$ cat src/rtl/ex_mem_stage_if.sv
// EX->MEM payload bundle: ex_* payload into the stage, registered mem_* payload out,
// plus the multicycle HILO/cnt carry loop back to EX.
interface ex_mem_stage_if #(
    parameter int DATA_W  = 32,
    parameter int RADDR_W = 5,
    parameter int ALUOP_W = 8,
    parameter int CNT_W   = 2
);
    logic                  ex_valid;
    logic [RADDR_W-1:0]    ex_wd;
    logic                  ex_wreg;
    logic [DATA_W-1:0]     ex_wdata;
    logic [DATA_W-1:0]     ex_hi;
    logic [DATA_W-1:0]     ex_lo;
    logic                  ex_whilo;
    logic [ALUOP_W-1:0]    ex_aluop;
    logic [DATA_W-1:0]     ex_mem_addr;
    logic [DATA_W-1:0]     ex_reg2;
    logic [2*DATA_W-1:0]   hilo_i;
    logic [CNT_W-1:0]      cnt_i;

    logic                  mem_valid;
    logic [RADDR_W-1:0]    mem_wd;
    logic                  mem_wreg;
    logic [DATA_W-1:0]     mem_wdata;
    logic [DATA_W-1:0]     mem_hi;
    logic [DATA_W-1:0]     mem_lo;
    logic                  mem_whilo;
    logic [ALUOP_W-1:0]    mem_aluop;
    logic [DATA_W-1:0]     mem_mem_addr;
    logic [DATA_W-1:0]     mem_reg2;
    logic [2*DATA_W-1:0]   hilo_o;
    logic [CNT_W-1:0]      cnt_o;

    // Driver side (EX stage / testbench)
    modport master (
        output ex_valid, ex_wd, ex_wreg, ex_wdata, ex_hi, ex_lo, ex_whilo,
               ex_aluop, ex_mem_addr, ex_reg2, hilo_i, cnt_i,
        input  mem_valid, mem_wd, mem_wreg, mem_wdata, mem_hi, mem_lo, mem_whilo,
               mem_aluop, mem_mem_addr, mem_reg2, hilo_o, cnt_o
    );

    // Pipeline register side
    modport slave (
        input  ex_valid, ex_wd, ex_wreg, ex_wdata, ex_hi, ex_lo, ex_whilo,
               ex_aluop, ex_mem_addr, ex_reg2, hilo_i, cnt_i,
        output mem_valid, mem_wd, mem_wreg, mem_wdata, mem_hi, mem_lo, mem_whilo,
               mem_aluop, mem_mem_addr, mem_reg2, hilo_o, cnt_o
    );
endinterface

$ cat src/rtl/ex_mem_stage.sv
// Parametrised EX->MEM pipeline register with flush, RUN/BUBBLE/HOLD tracking and HILO/cnt carry.
// Optional feature macro: EXMEM_PERF_EN adds saturating HOLD/BUBBLE cycle counters.
module ex_mem_stage #(
    parameter int DATA_W  = 32,
    parameter int RADDR_W = 5,
    parameter int ALUOP_W = 8,
    parameter int CNT_W   = 2,
    parameter int STALL_W = 6,
    parameter int STAGE   = 3,
    parameter int PERF_W  = 16
) (
    input  logic               clk,
    input  logic               rst,
    input  logic [STALL_W-1:0] stall,
    input  logic               flush,
    ex_mem_stage_if.slave      bus,
    output logic [1:0]         stage_state,
    output logic [PERF_W-1:0]  perf_stall,
    output logic [PERF_W-1:0]  perf_bubble
);

    localparam logic [1:0] ST_RUN    = 2'b00;
    localparam logic [1:0] ST_BUBBLE = 2'b01;
    localparam logic [1:0] ST_HOLD   = 2'b10;

    generate
        if (STAGE + 1 >= STALL_W) begin : g_bad_stage
            $error("ex_mem_stage: STAGE+1 (%0d) must be below STALL_W (%0d)", STAGE + 1, STALL_W);
        end
    endgenerate

    typedef struct packed {
        logic               valid;
        logic [RADDR_W-1:0] wd;
        logic               wreg;
        logic [DATA_W-1:0]  wdata;
        logic [DATA_W-1:0]  hi;
        logic [DATA_W-1:0]  lo;
        logic               whilo;
        logic [ALUOP_W-1:0] aluop;
        logic [DATA_W-1:0]  mem_addr;
        logic [DATA_W-1:0]  reg2;
    } payload_t;

    payload_t            ex_payload;
    payload_t            payload_d, payload_q;
    logic [2*DATA_W-1:0] hilo_d, hilo_q;
    logic [CNT_W-1:0]    cnt_d, cnt_q;
    logic [1:0]          state_d, state_q;
    logic                own_stall, down_stall;
    logic                stall_unused;

    assign own_stall    = stall[STAGE];
    assign down_stall   = stall[STAGE+1];
    assign stall_unused = ^stall;

    assign ex_payload = {bus.ex_valid, bus.ex_wd, bus.ex_wreg, bus.ex_wdata, bus.ex_hi,
                         bus.ex_lo, bus.ex_whilo, bus.ex_aluop, bus.ex_mem_addr, bus.ex_reg2};

    // Priority: flush, drain into a bubble, load, hold. The bubble payload is all-zero (aluop = NOP).
    always_comb begin
        payload_d = payload_q;
        hilo_d    = hilo_q;
        cnt_d     = cnt_q;
        state_d   = state_q;
        if (flush) begin
            payload_d = '0;
            hilo_d    = '0;
            cnt_d     = '0;
            state_d   = ST_BUBBLE;
        end else if (own_stall && !down_stall) begin
            payload_d = '0;
            hilo_d    = bus.hilo_i;
            cnt_d     = bus.cnt_i;
            state_d   = ST_BUBBLE;
        end else if (!own_stall) begin
            payload_d = ex_payload;
            hilo_d    = '0;
            cnt_d     = '0;
            state_d   = ST_RUN;
        end else begin
            hilo_d    = bus.hilo_i;
            cnt_d     = bus.cnt_i;
            state_d   = ST_HOLD;
        end
    end

    always_ff @(posedge clk or negedge rst) begin
        if (!rst) begin
            payload_q <= '0;
            hilo_q    <= '0;
            cnt_q     <= '0;
            state_q   <= ST_RUN;
        end else begin
            payload_q <= payload_d;
            hilo_q    <= hilo_d;
            cnt_q     <= cnt_d;
            state_q   <= state_d;
        end
    end

    assign bus.mem_valid    = payload_q.valid;
    assign bus.mem_wd       = payload_q.wd;
    assign bus.mem_wreg     = payload_q.wreg;
    assign bus.mem_wdata    = payload_q.wdata;
    assign bus.mem_hi       = payload_q.hi;
    assign bus.mem_lo       = payload_q.lo;
    assign bus.mem_whilo    = payload_q.whilo;
    assign bus.mem_aluop    = payload_q.aluop;
    assign bus.mem_mem_addr = payload_q.mem_addr;
    assign bus.mem_reg2     = payload_q.reg2;
    assign bus.hilo_o       = hilo_q;
    assign bus.cnt_o        = cnt_q;
    assign stage_state      = state_q;

`ifdef EXMEM_PERF_EN
    logic [PERF_W-1:0] perf_stall_d, perf_stall_q;
    logic [PERF_W-1:0] perf_bubble_d, perf_bubble_q;

    // Counters look at the state being entered and stick at all-ones until reset.
    always_comb begin
        perf_stall_d  = perf_stall_q;
        perf_bubble_d = perf_bubble_q;
        if (state_d == ST_HOLD && perf_stall_q != '1) begin
            perf_stall_d = perf_stall_q + 1'b1;
        end
        if (state_d == ST_BUBBLE && perf_bubble_q != '1) begin
            perf_bubble_d = perf_bubble_q + 1'b1;
        end
    end

    always_ff @(posedge clk or negedge rst) begin
        if (!rst) begin
            perf_stall_q  <= '0;
            perf_bubble_q <= '0;
        end else begin
            perf_stall_q  <= perf_stall_d;
            perf_bubble_q <= perf_bubble_d;
        end
    end

    assign perf_stall  = perf_stall_q;
    assign perf_bubble = perf_bubble_q;
`else
    assign perf_stall  = '0;
    assign perf_bubble = '0;
`endif

endmodule
$ cat src/flat_wrapper.sv
// flat-port wrapper written by rule: the top's interface ports become plain ports
module ex_mem_stage_flat 
#(
    parameter int DATA_W  = 32,
    parameter int RADDR_W = 5,
    parameter int ALUOP_W = 8,
    parameter int CNT_W   = 2,
    parameter int STALL_W = 6,
    parameter int STAGE   = 3,
    parameter int PERF_W  = 16
)
  (clk, rst, stall, flush, stage_state, perf_stall, perf_bubble, bus_ex_valid, bus_ex_wd, bus_ex_wreg, bus_ex_wdata, bus_ex_hi, bus_ex_lo, bus_ex_whilo, bus_ex_aluop, bus_ex_mem_addr, bus_ex_reg2, bus_hilo_i, bus_cnt_i, bus_mem_valid, bus_mem_wd, bus_mem_wreg, bus_mem_wdata, bus_mem_hi, bus_mem_lo, bus_mem_whilo, bus_mem_aluop, bus_mem_mem_addr, bus_mem_reg2, bus_hilo_o, bus_cnt_o);
  ex_mem_stage_if #(.DATA_W(DATA_W), .RADDR_W(RADDR_W), .ALUOP_W(ALUOP_W), .CNT_W(CNT_W)) bus_i ();
  input  logic clk;
  input  logic rst;
  input  logic [STALL_W-1:0] stall;
  input  logic flush;
  output logic [1:0] stage_state;
  output logic [PERF_W-1:0] perf_stall;
  output logic [PERF_W-1:0] perf_bubble;
  input wire logic [$bits(bus_i.ex_valid)-1:0] bus_ex_valid;
  input wire logic [$bits(bus_i.ex_wd)-1:0] bus_ex_wd;
  input wire logic [$bits(bus_i.ex_wreg)-1:0] bus_ex_wreg;
  input wire logic [$bits(bus_i.ex_wdata)-1:0] bus_ex_wdata;
  input wire logic [$bits(bus_i.ex_hi)-1:0] bus_ex_hi;
  input wire logic [$bits(bus_i.ex_lo)-1:0] bus_ex_lo;
  input wire logic [$bits(bus_i.ex_whilo)-1:0] bus_ex_whilo;
  input wire logic [$bits(bus_i.ex_aluop)-1:0] bus_ex_aluop;
  input wire logic [$bits(bus_i.ex_mem_addr)-1:0] bus_ex_mem_addr;
  input wire logic [$bits(bus_i.ex_reg2)-1:0] bus_ex_reg2;
  input wire logic [$bits(bus_i.hilo_i)-1:0] bus_hilo_i;
  input wire logic [$bits(bus_i.cnt_i)-1:0] bus_cnt_i;
  output wire logic [$bits(bus_i.mem_valid)-1:0] bus_mem_valid;
  output wire logic [$bits(bus_i.mem_wd)-1:0] bus_mem_wd;
  output wire logic [$bits(bus_i.mem_wreg)-1:0] bus_mem_wreg;
  output wire logic [$bits(bus_i.mem_wdata)-1:0] bus_mem_wdata;
  output wire logic [$bits(bus_i.mem_hi)-1:0] bus_mem_hi;
  output wire logic [$bits(bus_i.mem_lo)-1:0] bus_mem_lo;
  output wire logic [$bits(bus_i.mem_whilo)-1:0] bus_mem_whilo;
  output wire logic [$bits(bus_i.mem_aluop)-1:0] bus_mem_aluop;
  output wire logic [$bits(bus_i.mem_mem_addr)-1:0] bus_mem_mem_addr;
  output wire logic [$bits(bus_i.mem_reg2)-1:0] bus_mem_reg2;
  output wire logic [$bits(bus_i.hilo_o)-1:0] bus_hilo_o;
  output wire logic [$bits(bus_i.cnt_o)-1:0] bus_cnt_o;
  assign bus_i.ex_valid = bus_ex_valid;
  assign bus_i.ex_wd = bus_ex_wd;
  assign bus_i.ex_wreg = bus_ex_wreg;
  assign bus_i.ex_wdata = bus_ex_wdata;
  assign bus_i.ex_hi = bus_ex_hi;
  assign bus_i.ex_lo = bus_ex_lo;
  assign bus_i.ex_whilo = bus_ex_whilo;
  assign bus_i.ex_aluop = bus_ex_aluop;
  assign bus_i.ex_mem_addr = bus_ex_mem_addr;
  assign bus_i.ex_reg2 = bus_ex_reg2;
  assign bus_i.hilo_i = bus_hilo_i;
  assign bus_i.cnt_i = bus_cnt_i;
  assign bus_mem_valid = bus_i.mem_valid;
  assign bus_mem_wd = bus_i.mem_wd;
  assign bus_mem_wreg = bus_i.mem_wreg;
  assign bus_mem_wdata = bus_i.mem_wdata;
  assign bus_mem_hi = bus_i.mem_hi;
  assign bus_mem_lo = bus_i.mem_lo;
  assign bus_mem_whilo = bus_i.mem_whilo;
  assign bus_mem_aluop = bus_i.mem_aluop;
  assign bus_mem_mem_addr = bus_i.mem_mem_addr;
  assign bus_mem_reg2 = bus_i.mem_reg2;
  assign bus_hilo_o = bus_i.hilo_o;
  assign bus_cnt_o = bus_i.cnt_o;
  ex_mem_stage #(.DATA_W(DATA_W), .RADDR_W(RADDR_W), .ALUOP_W(ALUOP_W), .CNT_W(CNT_W), .STALL_W(STALL_W), .STAGE(STAGE), .PERF_W(PERF_W)) u_core (.clk(clk), .rst(rst), .stall(stall), .flush(flush), .bus(bus_i), .stage_state(stage_state), .perf_stall(perf_stall), .perf_bubble(perf_bubble));
endmodule
$ cat config.mk
export PLATFORM = sky130hd
export DESIGN_NAME = ex_mem_stage_flat
export DESIGN_NICKNAME = d
export VERILOG_FILES = /design/src/rtl/ex_mem_stage_if.sv /design/src/rtl/ex_mem_stage.sv /design/src/flat_wrapper.sv
export SDC_FILE = /design/constraint.sdc
export NUM_CORES = 1
export LEC_CHECK = 0
export BUFFER_PORTS_ARGS = -buffer_cell sky130_fd_sc_hd__buf_2
export CAP_MARGIN = 20
export CORE_AREA = 3 3 206 208
export DETAILED_ROUTE_END_ITERATION = 7
export DIE_AREA = 0 0 209 211
export SETUP_SLACK_MARGIN = 0.4
export SLEW_MARGIN = 20
export SYNTH_ARGS = -nofsm -noshare
export SYNTH_HDL_FRONTEND = slang
export SYNTH_SLANG_ARGS = --single-unit
$ cat constraint.sdc
create_clock -name clk -period 1.08 [get_ports clk]
set_clock_uncertainty 0.1 [all_clocks]
set_input_delay 0.054 -clock clk [delete_from_list [all_inputs] [get_ports clk]]
set_output_delay 0.054 -clock clk [all_outputs]
set_load 0.02 [all_outputs]
; After elaboration in Yosys (flattened, before gate mapping)
; Index checks and enable logic that the tools add are counted.
[word_totals]
regBits = 244
latch_bits = 0
ramBits = 0
rom_bits = 0
input_bits = 251
wordCells = 28
n_memories = 0
[classes]
add_sub_neg = 0
n_mul = 0
div_mod_pow = 0
magnitude_cmp = 0
eq_ne = 1
shifts = 0
n_mux = 12
bitwise_logic = 0
n_reduce_logical = 2
[ops]
columns = operator, n
row1 = 176-bit two-way mux, 3
row2 = 64-bit two-way mux, 3
row3 = 2-bit two-way mux, 6
row4 = 3-bit by 1-bit inequality test with 1-bit output (second input constant), 1
row5 = 1-bit logical AND, 1
row6 = 1-bit logical NOT, 1

; Logic depth before layout (Yosys ltp)
[logic_depth]
word_depth = 4
depth_mapped = 5

; Worst setup path after synthesis
; Ideal clock, no wire load.
[synth_timing]
path_kind = input-to-reg
start = input port stall[4]
end = register u_core.payload_q (netlist bit u_core.bus.mem_hi[0])
setup_time_ns = 0.122
arrival_ns = 0.819
slack_ns = 0.039
stages = 5
path_buffers = 3
cell_sequence = and2_1 > buf_6 > buf_6 > buf_6 > a32o_1
[synth_between]
elab_chain_len = 4
word_cells_on_any_way = 5
cone_classes = eq/ne (1) / mux (2) / reduce/logical (2)
[synth_lines]
columns = item, line_no
row1 = from (decl), flat_wrapper.sv:16  ; input logic [STALL_W-1:0] stall;
row2 = 1-bit logical NOT *, ex_mem_stage.sv:71  ; end else if (own_stall && !down_stall) begin
row3 = 1-bit logical AND *, ex_mem_stage.sv:71
row4 = 176-bit two-way mux, ex_mem_stage.sv:71
row5 = 176-bit two-way mux, ex_mem_stage.sv:66  ; if (flush) begin
row6 = to (signal assigned), ex_mem_stage.sv:95  ; payload_q <= payload_d;
row7 = to (decl), ex_mem_stage.sv:46  ; payload_t payload_d, payload_q;
; Mark *: on every way between the ends. The rest lies on a longest branch, timed or not.
; A chain may end at the register's enable or synchronous reset.

; Final worst setup path
[layout_timing]
start = register u_core.payload_q (netlist bit u_core.bus.mem_hi[3])
end = output port bus_mem_hi[3]
[layout_lines]
columns = item, line_no
row1 = to (decl), flat_wrapper.sv:37  ; output wire logic [$bits(bus_i.mem_hi)-1:0] bus_mem_hi;
; No word-level cell between the ends.

==> flow_summary_export.csv <==
group,metric,value,unit
run_status,status,"complete, but fails checks",
run_status,violations,"negative hold slack, negative setup slack",
synthesis,synth_edf_count,0,
critical_path,cp-end-kind,"primary output",
global_route,first_global_vias,9774,
sta,period_needed,1.325,ns
die,dieWidth,209,microns
sta,rsz0062_at_grt,"true",
synthesis,synth_area,8974,sq um
final_layout,finalInstanceArea,18420,sq um
die,start_util,0.2203,
synthesis,synth_common_cells,"244 x dfrtp_1, 176 x a32o_1, 68 x and2_1",
sta,slew_headroom,0.6447,
global_route,grt_pass1_wl,58220,microns
global_route,track_usage,0.1663,
final_layout,layout-drive-gt1-share,0.5000,
die,dieArea,44100,sq um
clock_tree,numCtsBuffers,27,
critical_path,ff2ff_setup_slack,-0.06,ns
critical_path,cp_top_family,"flip-flops",
synthesis,synthFlopType,"dfrtp_1",
detailed_routing,drc,0,
critical_path,cp.arrival,1.17,ns
sta,slew_viol_final,0,
detailed_routing,wl_per_cell,20.06,microns
clock_tree,cts_sinks,244,
power,p_seq_frac,0.413,
clock_tree,cts.clk_slew.worst_paths,0.06,ns
synthesis,ys_async_sr_fraction,1.000,
power,switching_share,0.2631,
placement,portBuffers,490,
power,p_clk_frac,0.395,
final_layout,nFillCells,3415,
synthesis,ys_ff_latch,244,
flow_run,cap_violations,0,
die,die_h,211,microns
die,ioPinCount,527,
sta,hold_ws,-0.5672,ns
die,rows,74,
sta,hold_violations,137,
critical_path,path_buf_inv,1,
synthesis,yosysTopAreaCell,"dfrtp_1",
synthesis,synth_seq_area_share,0.6804,
synthesis,synth_top_area_frac,0.6804,
final_layout,final_cell_count_no_fill,2036,
die,core_area,40740,sq um
detailed_routing,drtAntennaViolNets,0,
final_layout,nets,1734,
sta,fin_setup_tns,-54.78,ns
worst_hold_path,min_path_type,"input pin to asynchronous set/reset pin",
clock_tree,insertion_delay,0.56,ns
global_route,gr-total-overflow,0,
placement,dp_slack,-0.1906,ns
detailed_routing,drt_first_iter_violations,684,
synthesis,yosysMostFrequentCell,"dfrtp_1",
power,p_leak,9.077,nW
critical_path,crit_chain,"buf_6",
sta,setup_ws,-0.2448,ns
power,fin_total_pwr,23.94,mW
synthesis,synthTopCellsByArea,"dfrtp_1 68%, a32o_1 20%, and2_1 4.7%",
placement,place_inst,1616,
clock_tree,cts_tree,"yes",
synthesis,synthCells,591,
placement,gp_congestion,0.8002,
power,power-per-cell-area,1300,nW/um^2
sta,setup_viol,392,
critical_path,start_kind,"flop",
global_route,grt_start_max_net_pins,68,
detailed_routing,finalWirelength,40840,microns
global_route,antenna_found_initial,2,
critical_path,reg2reg_to,"u_core.bus.mem_wd[3]",
critical_path,crit_slowest_cell,"dfrtp_1",
final_layout,final_util,0.4522,
placement,dp_hpwl,24600,microns
synthesis,ys_types,15,
clock_tree,cts-root-buf,"clkbuf_16",
critical_path,critical_path_class,"flop to primary output",
power,ir_worst_vdd,1.176,mV
sta,tightestPinTransition,0.5330,ns
placement,post_dp_cell_area,12310,sq um
power,p_comb_frac,0.191,
detailed_routing,drt_pass1_iterations,5,
synthesis,synth.avg_cell_area,15.18,sq um
clock_tree,htree_num_levels,1,
detailed_routing,viasPerCell,4.523,
power,intPower,17.64,mW
critical_path,rr_startpoint,"u_core.bus.mem_wd[3]",
critical_path,cpPeakStageDelay,0.45,ns
clock_tree,cts.path.max_buffers,3,
detailed_routing,vias,9208,
final_layout,synthToLayoutAreaGrowth,105.3,%
power,power.switching,6.300,mW
sta,fmax,754.8,MHz
critical_path,critPathRequiredTime,0.93,ns
sta,min_period_over_period,1.227,
critical_path,crit_path_max_fanout,2,
critical_path,reg2reg_depth,3,
synthesis,yosysWarnings,0,
## kinds of logic (layout without fill, tap and decap cells)
logic type             Yosys count  in the layout  synth area share
and+or+nand+nor                 70             70           0.04908
DFF                            244            244            0.6804
buffers and inverters           99            979           0.07320
AOI/OAI and AO/OA              177            177            0.1969
other                            1             34         0.0004179
## how the worst max path moves through the flow
stage | slack [ns] | endpoint | cells after the start | startpoint
floorplan | 0.05 | u_core.bus.mem_mem_addr[26] | 5 | stall[4]
global placement | -0.16 | u_core.bus.mem_hi[6] | 5 | stall[4]
detailed placement | -0.19 | u_core.bus.mem_hi[6] | 5 | stall[4]
CTS | -0.29 | bus_mem_reg2[13] | 1 | u_core.bus.mem_reg2[13]
global route | -0.29 | bus_mem_reg2[13] | 1 | u_core.bus.mem_reg2[13]
finish | -0.24 | bus_mem_hi[3] | 1 | u_core.bus.mem_hi[3]
## state kept, by name (all words and copies together), names as in the netlist, 2 cells and up
name                     flops
u_core.stage_state           2
u_core.bus.mem_reg2         32
u_core.bus.mem_mem_addr     32
u_core.bus.mem_wd            5
u_core.bus.mem_wdata        32
u_core.bus.hilo_o           64
u_core.bus.mem_lo           32
u_core.bus.mem_aluop         8
u_core.bus.mem_hi           32
u_core.bus.cnt_o             2
## power groups by stage
stage	registers, mW	logic [mW]	clock network (mW)
2_1_floorplan	10.4	0.903	0
3_3_place_gp	9.92	2.83	0
3_5_place_dp	9.94	2.86	0
4_1_cts	9.87	4.21	9.66
5_1_grt	9.92	4.84	10.1
6_report	9.90	4.57	9.47
## routing by layer
| metal | wire length, microns | GRT usage | vias up |
|---|---|---|---|
| li1 | - | - | 3998 |
| met1 | 15170 | 0.1876 | 4578 |
| met2 | 20480 | 0.2956 | 542 |
| met3 | 3313 | 0.04248 | 90 |
| met4 | 1878 | 0.07714 | 0 |
| met5 | 0 | 0 | - |
## cell usage in the layout, fill, tap and decap left out, types with 2 or more instances in the layout
cell type and count:
and2_1 67, bufinv_16 2, conb_1 32, dfrtp_1 237, clkbuf_8 7, buf_4 112
clkbuf_16 28, clkinvlp_4 2, a32o_1 165, dlygate4sd3_1 244, clkbuf_1 4, buf_2 246
a32o_2 11, clkinv_2 3, buf_12 16, dfrtp_2 7, diode_2 2, inv_6 2
buf_6 309
## final cells by class
class / count / area, sq um / share of cell area
inverter: 2 / 12.51 / 0.0006793
clock inverter: 10 / 127.6 / 0.006928
sequential: 244 / 6115 / 0.3320
timing repair buffer: 929 / 8354 / 0.4535
antenna: 2 / 5.005 / 0.0002717
clock buffer: 38 / 787.0 / 0.04273
multi-input combinational: 279 / 2354 / 0.1278
tap: 532 / 665.6 / 0.03614
## what timing repair did
action / CTS / global route
setup endpoints to repair: 420 / 420
hold buffers: 245 / 1
pin swaps: 143 / 15
gates cloned: 0 / 1
endpoints found under the hold margin: 488 / 139
gates resized for setup: 492 / 73
buffers inserted: 63 / 61
Power figures use the tool's default switching activity.
